$ cat config.mk
export PLATFORM = sky130hd
export DESIGN_NAME = sc_lane_shifter
export DESIGN_NICKNAME = d
export VERILOG_FILES = /design/src/rtl/sc_lane_shifter.sv
export SDC_FILE = /design/constraint.sdc
export NUM_CORES = 1
export LEC_CHECK = 0
export CAP_MARGIN = 20
export CORE_AREA = 2 2 62 49
export DETAILED_ROUTE_END_ITERATION = 12
export DIE_AREA = 0 0 64 51
export GPL_TIMING_DRIVEN = 1
export PLACE_DENSITY = 0.77
export SYNTH_ARGS = -nofsm -noshare
export SYNTH_HDL_FRONTEND = slang
export SYNTH_SLANG_ARGS = --single-unit
$ cat constraint.sdc
create_clock -name SC_LANESHIFT_CLOCK_50 -period 3.8 [get_ports SC_LANESHIFT_CLOCK_50]
set_input_delay 0.95 -clock SC_LANESHIFT_CLOCK_50 [delete_from_list [all_inputs] [get_ports SC_LANESHIFT_CLOCK_50]]
set_output_delay 0.95 -clock SC_LANESHIFT_CLOCK_50 [all_outputs]
set_load 0.05 [all_outputs]
$ cat src/rtl/sc_lane_shifter.sv
// Frogger vehicle lane: rotates an occupancy vector once per divider tick and flags frog collisions.
// Optional macro SC_LANESHIFT_HALT_ON_HIT_EN freezes the lane after a collision until the next load.
module sc_lane_shifter #(
  parameter int unsigned           LANE_WIDTH = 8,
  parameter logic [LANE_WIDTH-1:0] LANE_INIT  = 8'b0000_0011
) (
  input  logic                  SC_LANESHIFT_CLOCK_50,
  input  logic                  SC_LANESHIFT_RESET_InLow,
  input  logic                  SC_LANESHIFT_TICK_InLow,
  input  logic                  SC_LANESHIFT_DIR_In,
  input  logic                  SC_LANESHIFT_PAUSE_In,
  input  logic                  SC_LANESHIFT_LOAD_In,
  input  logic [LANE_WIDTH-1:0] SC_LANESHIFT_PATTERN_In,
  input  logic [LANE_WIDTH-1:0] SC_LANESHIFT_FROG_In,
  output logic [LANE_WIDTH-1:0] SC_LANESHIFT_LANE_Out,
  output logic                  SC_LANESHIFT_STEP_Out,
  output logic                  SC_LANESHIFT_HIT_Out,
  output logic [7:0]            SC_LANESHIFT_STEPCOUNT_Out
);

`ifdef SC_LANESHIFT_HALT_ON_HIT_EN
  typedef enum logic [1:0] {StRun, StPaused, StHalt} state_e;
`else
  typedef enum logic [1:0] {StRun, StPaused} state_e;
`endif

  state_e                state_q;
  logic [LANE_WIDTH-1:0] lane_q;
  logic [LANE_WIDTH-1:0] lane_rot;
  logic                  step_q;
  logic                  hit_q;
  logic [7:0]            count_q;
  logic                  tick_prev_q;
  logic                  tick_armed_q;
  logic                  tick_event;
  logic                  overlap;
  logic                  shift_en;

  // A tick must be seen high once after reset before any falling level counts as an event.
  assign tick_event = ~SC_LANESHIFT_TICK_InLow & ~tick_prev_q & tick_armed_q;
  assign overlap    = |(lane_q & SC_LANESHIFT_FROG_In);
  assign shift_en   = tick_event & ~SC_LANESHIFT_LOAD_In & ~SC_LANESHIFT_PAUSE_In &
                      (state_q == StRun);

  always_comb begin
    lane_rot = lane_q;
    if (SC_LANESHIFT_DIR_In) begin
      lane_rot = {lane_q[0], lane_q[LANE_WIDTH-1:1]};
    end else begin
      lane_rot = {lane_q[LANE_WIDTH-2:0], lane_q[LANE_WIDTH-1]};
    end
  end

  always_ff @(posedge SC_LANESHIFT_CLOCK_50 or negedge SC_LANESHIFT_RESET_InLow) begin
    if (!SC_LANESHIFT_RESET_InLow) begin
      state_q      <= StRun;
      lane_q       <= LANE_INIT;
      step_q       <= 1'b0;
      hit_q        <= 1'b0;
      count_q      <= 8'd0;
      tick_prev_q  <= 1'b0;
      tick_armed_q <= 1'b0;
    end else begin
      tick_prev_q <= ~SC_LANESHIFT_TICK_InLow;
      if (SC_LANESHIFT_TICK_InLow) begin
        tick_armed_q <= 1'b1;
      end
      step_q <= 1'b0;
      if (SC_LANESHIFT_LOAD_In) begin
        lane_q  <= SC_LANESHIFT_PATTERN_In;
        count_q <= 8'd0;
        hit_q   <= 1'b0;
        state_q <= SC_LANESHIFT_PAUSE_In ? StPaused : StRun;
      end else begin
        if (overlap) begin
          hit_q <= 1'b1;
        end
        if (shift_en) begin
          lane_q  <= lane_rot;
          count_q <= count_q + 8'd1;
          step_q  <= 1'b1;
        end
`ifdef SC_LANESHIFT_HALT_ON_HIT_EN
        if (state_q == StHalt) begin
          state_q <= StHalt;
        end else if (overlap) begin
          state_q <= StHalt;
        end else begin
          state_q <= SC_LANESHIFT_PAUSE_In ? StPaused : StRun;
        end
`else
        state_q <= SC_LANESHIFT_PAUSE_In ? StPaused : StRun;
`endif
      end
    end
  end

  assign SC_LANESHIFT_LANE_Out      = lane_q;
  assign SC_LANESHIFT_STEP_Out      = step_q;
  assign SC_LANESHIFT_HIT_Out       = hit_q;
  assign SC_LANESHIFT_STEPCOUNT_Out = count_q;

endmodule

# After elaboration in Yosys (flattened, before gate mapping)
# Index checks and enable logic that the tools add are counted.
dict set report word_totals {
  reg_bits 21
  input_bits 22
  wordCells 32
}
dict set report classes {
  add_sub_neg 1
  mux 10
  bitwise_logic 10
  n_reduce_logical 4
}
# cell count
set ops {}
lappend ops {{2-to-1 mux 8 bit} 5}
lappend ops {{adder 8 x 1 -> 8 bit, second input constant} 1}
lappend ops {{AND 8 bit} 1}
lappend ops {{OR reduction 8 bit} 1}
lappend ops {{AND 1 bit} 5}
lappend ops {{2-to-1 mux 1 bit} 5}
lappend ops {{NOT 1 bit} 4}
lappend ops {{nonzero test 2 bit} 2}
lappend ops {{logical NOT 2 bit} 1}

# Logic depth before layout (Yosys ltp)
dict set report logic_depth {
  word_depth 8
  ltp_mapped 5
}

# Worst setup path after synthesis
# No wires, ideal clock.
dict set report synth_path {
  path_type {input port to flip-flop}
  startpoint {in SC_LANESHIFT_LOAD_In}
  endpoint {reg count_q[0] (netlist: SC_LANESHIFT_STEPCOUNT_Out[0])}
  arrival_ns 1.947
  slack_ns 1.768
  cell_stages 5
  path_buffers 2
  cell_sequence {buf_6 nor4b_4 and2_4 buf_8 mux2i_1}
}
dict set report synth_via {
  elab_chain_len 5
}
# item line_no
set synth_rtl {}
lappend synth_rtl {{start: declaration} 12} ;# input logic SC_LANESHIFT_LOAD_In,
lappend synth_rtl {{NOT 1 bit} 42} ;# assign shift_en = tick_event & ~SC_LANESHIFT_LOAD_In & ~SC_LANESHIFT_PAUSE_In &
lappend synth_rtl {{AND 1 bit (3 in a row)} 42}
lappend synth_rtl {{nonzero test 2 bit (no source line)} n/a}
lappend synth_rtl {{end signal: assignment} 80} ;# count_q <= count_q + 8'd1;
lappend synth_rtl {{end: declaration} 32} ;# logic [7:0] count_q;
# Parallel ways exist; a longest one is shown, timed or not.
# A chain may end at the register's enable or synchronous reset.

# Final worst setup path
# Ends and elaborated chain as after synthesis.

==> results.toml <==
[status]
status = "finished, final reports clean"

[timing]
slew_headroom_pct = 29.46
clock_skew_ps = 7.518
hold_viol_final = 0
finalSetupTns_ps = 0
max_freq_mhz = 367.6
rsz0062_at_grt = "false"
worst_pin_slew_ps = 1054
worst_slack_ps = 1080
slew_viol_final = 0
fin_crit_sh_pct = 71.59
setup_viol = 0
layout_min_cycle_time_ps = 2720

[global_route]
grt_pass1_wl_um = 4367
grt_use_total_pct = 17.04
grt_max_degree = 28
antenna_found_initial = 0
grt_pass1_vias = 973
overflow = 0

[power]
peakVddDrop_mv = 0.2096
power_density_mw_per_mm2 = 309.2
switchingPower_uw = 152.3
power_frac_seq_pct = 51.7
leakage_uw = 0.0006810
p_int_uw = 332.4
power_uw = 484.7
p_sw_share_pct = 31.42
clock_power_share_pct = 22.2
p_comb_share_pct = 26.1

[synthesis]
synth-seq-cells = 21
synthTopCellsByArea = "dfrtp_1 41%, mux2_2 7.9%, mux2i_1 5.2%, dfstp_2 4.6%, o311ai_1 4.6%"
ys_warn_count = 0
synth_area_mm2 = 0.001147
synth_commonest_cells = "19 x dfrtp_1, 10 x inv_1, 10 x nand3_1"
synth_most_common_cell = "dfrtp_1"
synth_cell_types = 30
synth_ff_type = "dfrtp_1"
synth_top_area_share_pct = 41.44
ys_seq_area_share_pct = 46.02
syn-num-nets = 131
synth_top_area_cell = "dfrtp_1"
avgSynthCellArea_um2 = 10.62
synth_edf_count = 0
netlist_instances = 108
synthArstFlopShare_pct = 100.0

[placed_design]
placedCellCount = 179
preCtsSetupSlack_ps = 758.8
dp_hpwl_um = 1966
place_congestion = 0.7580
dpl-instance-area_mm2 = 0.001540
port_buffers = 39

[detailed_routing]
wl_per_cell_um = 14.73
drtAntennaViolNets = 0
via_count = 959
drt_iter0_drc = 32
finalWirelength_um = 2696
drtPass1Iterations = 4
viasPerCell = 5.240
drc = 0

[setup_path]
critPathArrivalTime_ps = 2960
criticalPathCategory = "in2reg"
cp_max_fo = 27
crit_chain = "clkdlybuf4s50_1 > buf_4 > nor4b_4 > and2_4 > mux2i_1"
crit_required_ps = 4030
end_kind = "register"
cpMaxStageDelayCell = "nor4b_4"
cp-start-kind = "input port"
max_stage_delay_ps = 820

[layout]
design_area_mm2 = 0.001568
area_growth_syn_to_layout_pct = 36.64
antenna_cells = 0
fin_nets = 169
final_cells = 183
drive_gt1_share_pct = 13.10

[clock_tree]
htree_levels = 1
cts_tree = "done"
clock_latency_ps = 310
clockBufferDepth = 2
cts_made_buffers = 3
cts-root-buf = "clkbuf_4"
cts_hold_buffers = 0
ctsResizeCount = 0
cts_sinks = 21
cts.clk_slew.worst_paths_ps = 120
postCtsSetupBuffers = 0

[floorplan]
floorplan.rows = 17
die_w_um = 64
ios = 40
die_area_mm2 = 0.003264
core_area_mm2 = 0.002744
start_util_pct = 41.81
die_y_um = 51

[min_path]
min_path_type = "reg2reg"

[job]
drv_cap = 0
-- registers in the layout, indices dropped and copies added (netlist names) --
register,flops
SC_LANESHIFT_LANE_Out,8
SC_LANESHIFT_STEPCOUNT_Out,8
SC_LANESHIFT_HIT_Out,1
SC_LANESHIFT_STEP_Out,1
state_q,1
tick_armed_q,1
tick_prev_q,1
-- logic make-up after synthesis --
kind of cell / Yosys count / share of synthesized area [%]
AO/OA/AOI/OAI: 16 / 11.45
AND/OR/NAND/NOR: 39 / 20.50
flip-flops: 21 / 46.02
buffers and inverters: 17 / 7.851
adder cells (fa/ha/maj): 1 / 1.090
multiplexers: 14 / 13.09
-- placed cells by master, fill, tap and decap left out, drive strengths merged, types with 3 or more instances in the layout --
cell type / synthesis / layout
nand4: 3 / 3
clkbuf: 4 / 3
nand3: 11 / 11
mux2: 8 / 8
and3: 3 / 3
o311ai: 8 / 8
mux2i: 6 / 6
dfrtp: 19 / 19
nand2: 8 / 8
clkdlybuf4s50: 0 / 39
inv: 10 / 10
nand2b: 7 / 7
-- layout make-up --
class | count | area [um^2]
clock inverters | 1 | 5.005
fillers | 236 | 1176
clock buffers | 3 | 22.52
multi-input cells | 70 | 529.3
inverters | 10 | 37.54
well taps | 38 | 47.55
repair buffers | 40 | 397.9
flip-flops and latches | 21 | 528.0
-- power groups by stage --
stage	sequential, uW	combinational (uW)	clock [uW]
3_3_place_gp	255	124	0
5_1_grt	253	135	121
6_report	251	126	108
2_1_floorplan	286	39.9	0
4_1_cts	251	127	112
3_5_place_dp	255	127	0
-- critical path, delay by kind of cell --
family	cells	cell delay (ps)
buffers and inverters	2	610
muxes	1	200
and+or+nand+nor	2	1190
-- path summary, 6_finish.rpt --
path / endpoint / from / depth (start not counted) / slack (ps)
max: SC_LANESHIFT_STEPCOUNT_Out[0]$_DFFE_PN0P_ / SC_LANESHIFT_LOAD_In / 5 / 1080
min: tick_armed_q$_DFFE_PN0P_ / tick_armed_q$_DFFE_PN0P_ / 1 / 480
min in group asynchronous: SC_LANESHIFT_STEPCOUNT_Out[1]$_DFFE_PN0P_ / SC_LANESHIFT_RESET_InLow / 1 / 1150
max in group asynchronous: SC_LANESHIFT_STEPCOUNT_Out[5]$_DFFE_PN0P_ / SC_LANESHIFT_RESET_InLow / 1 / 2090
min reg2reg: tick_armed_q$_DFFE_PN0P_ / tick_armed_q$_DFFE_PN0P_ / 1 / 480
max reg2reg: SC_LANESHIFT_STEPCOUNT_Out[0]$_DFFE_PN0P_ / state_q[0]$_DFF_PN0_ / 3 / 1950
-- per-layer routing --
metal	wire length [um]	vias up	global-route usage (%)
met4	33	0	6.159
li1	-	466	-
met2	1382	21	28.65
met5	0	-	0
met1	1182	466	21.68
met3	98	6	3.744
-- stage by stage --
stage | hold slack [ps] | utilization [%]
final | 479.3 | 57.14
after CTS | 485.4 | 57.14
after floorplan | 438.1 | -
after detailed placement | 457.4 | 56.13
after global routing | 525.6 | 57.14
after global placement | 455.9 | 56.13
Note: power is estimated with default switching activity, not from simulation.
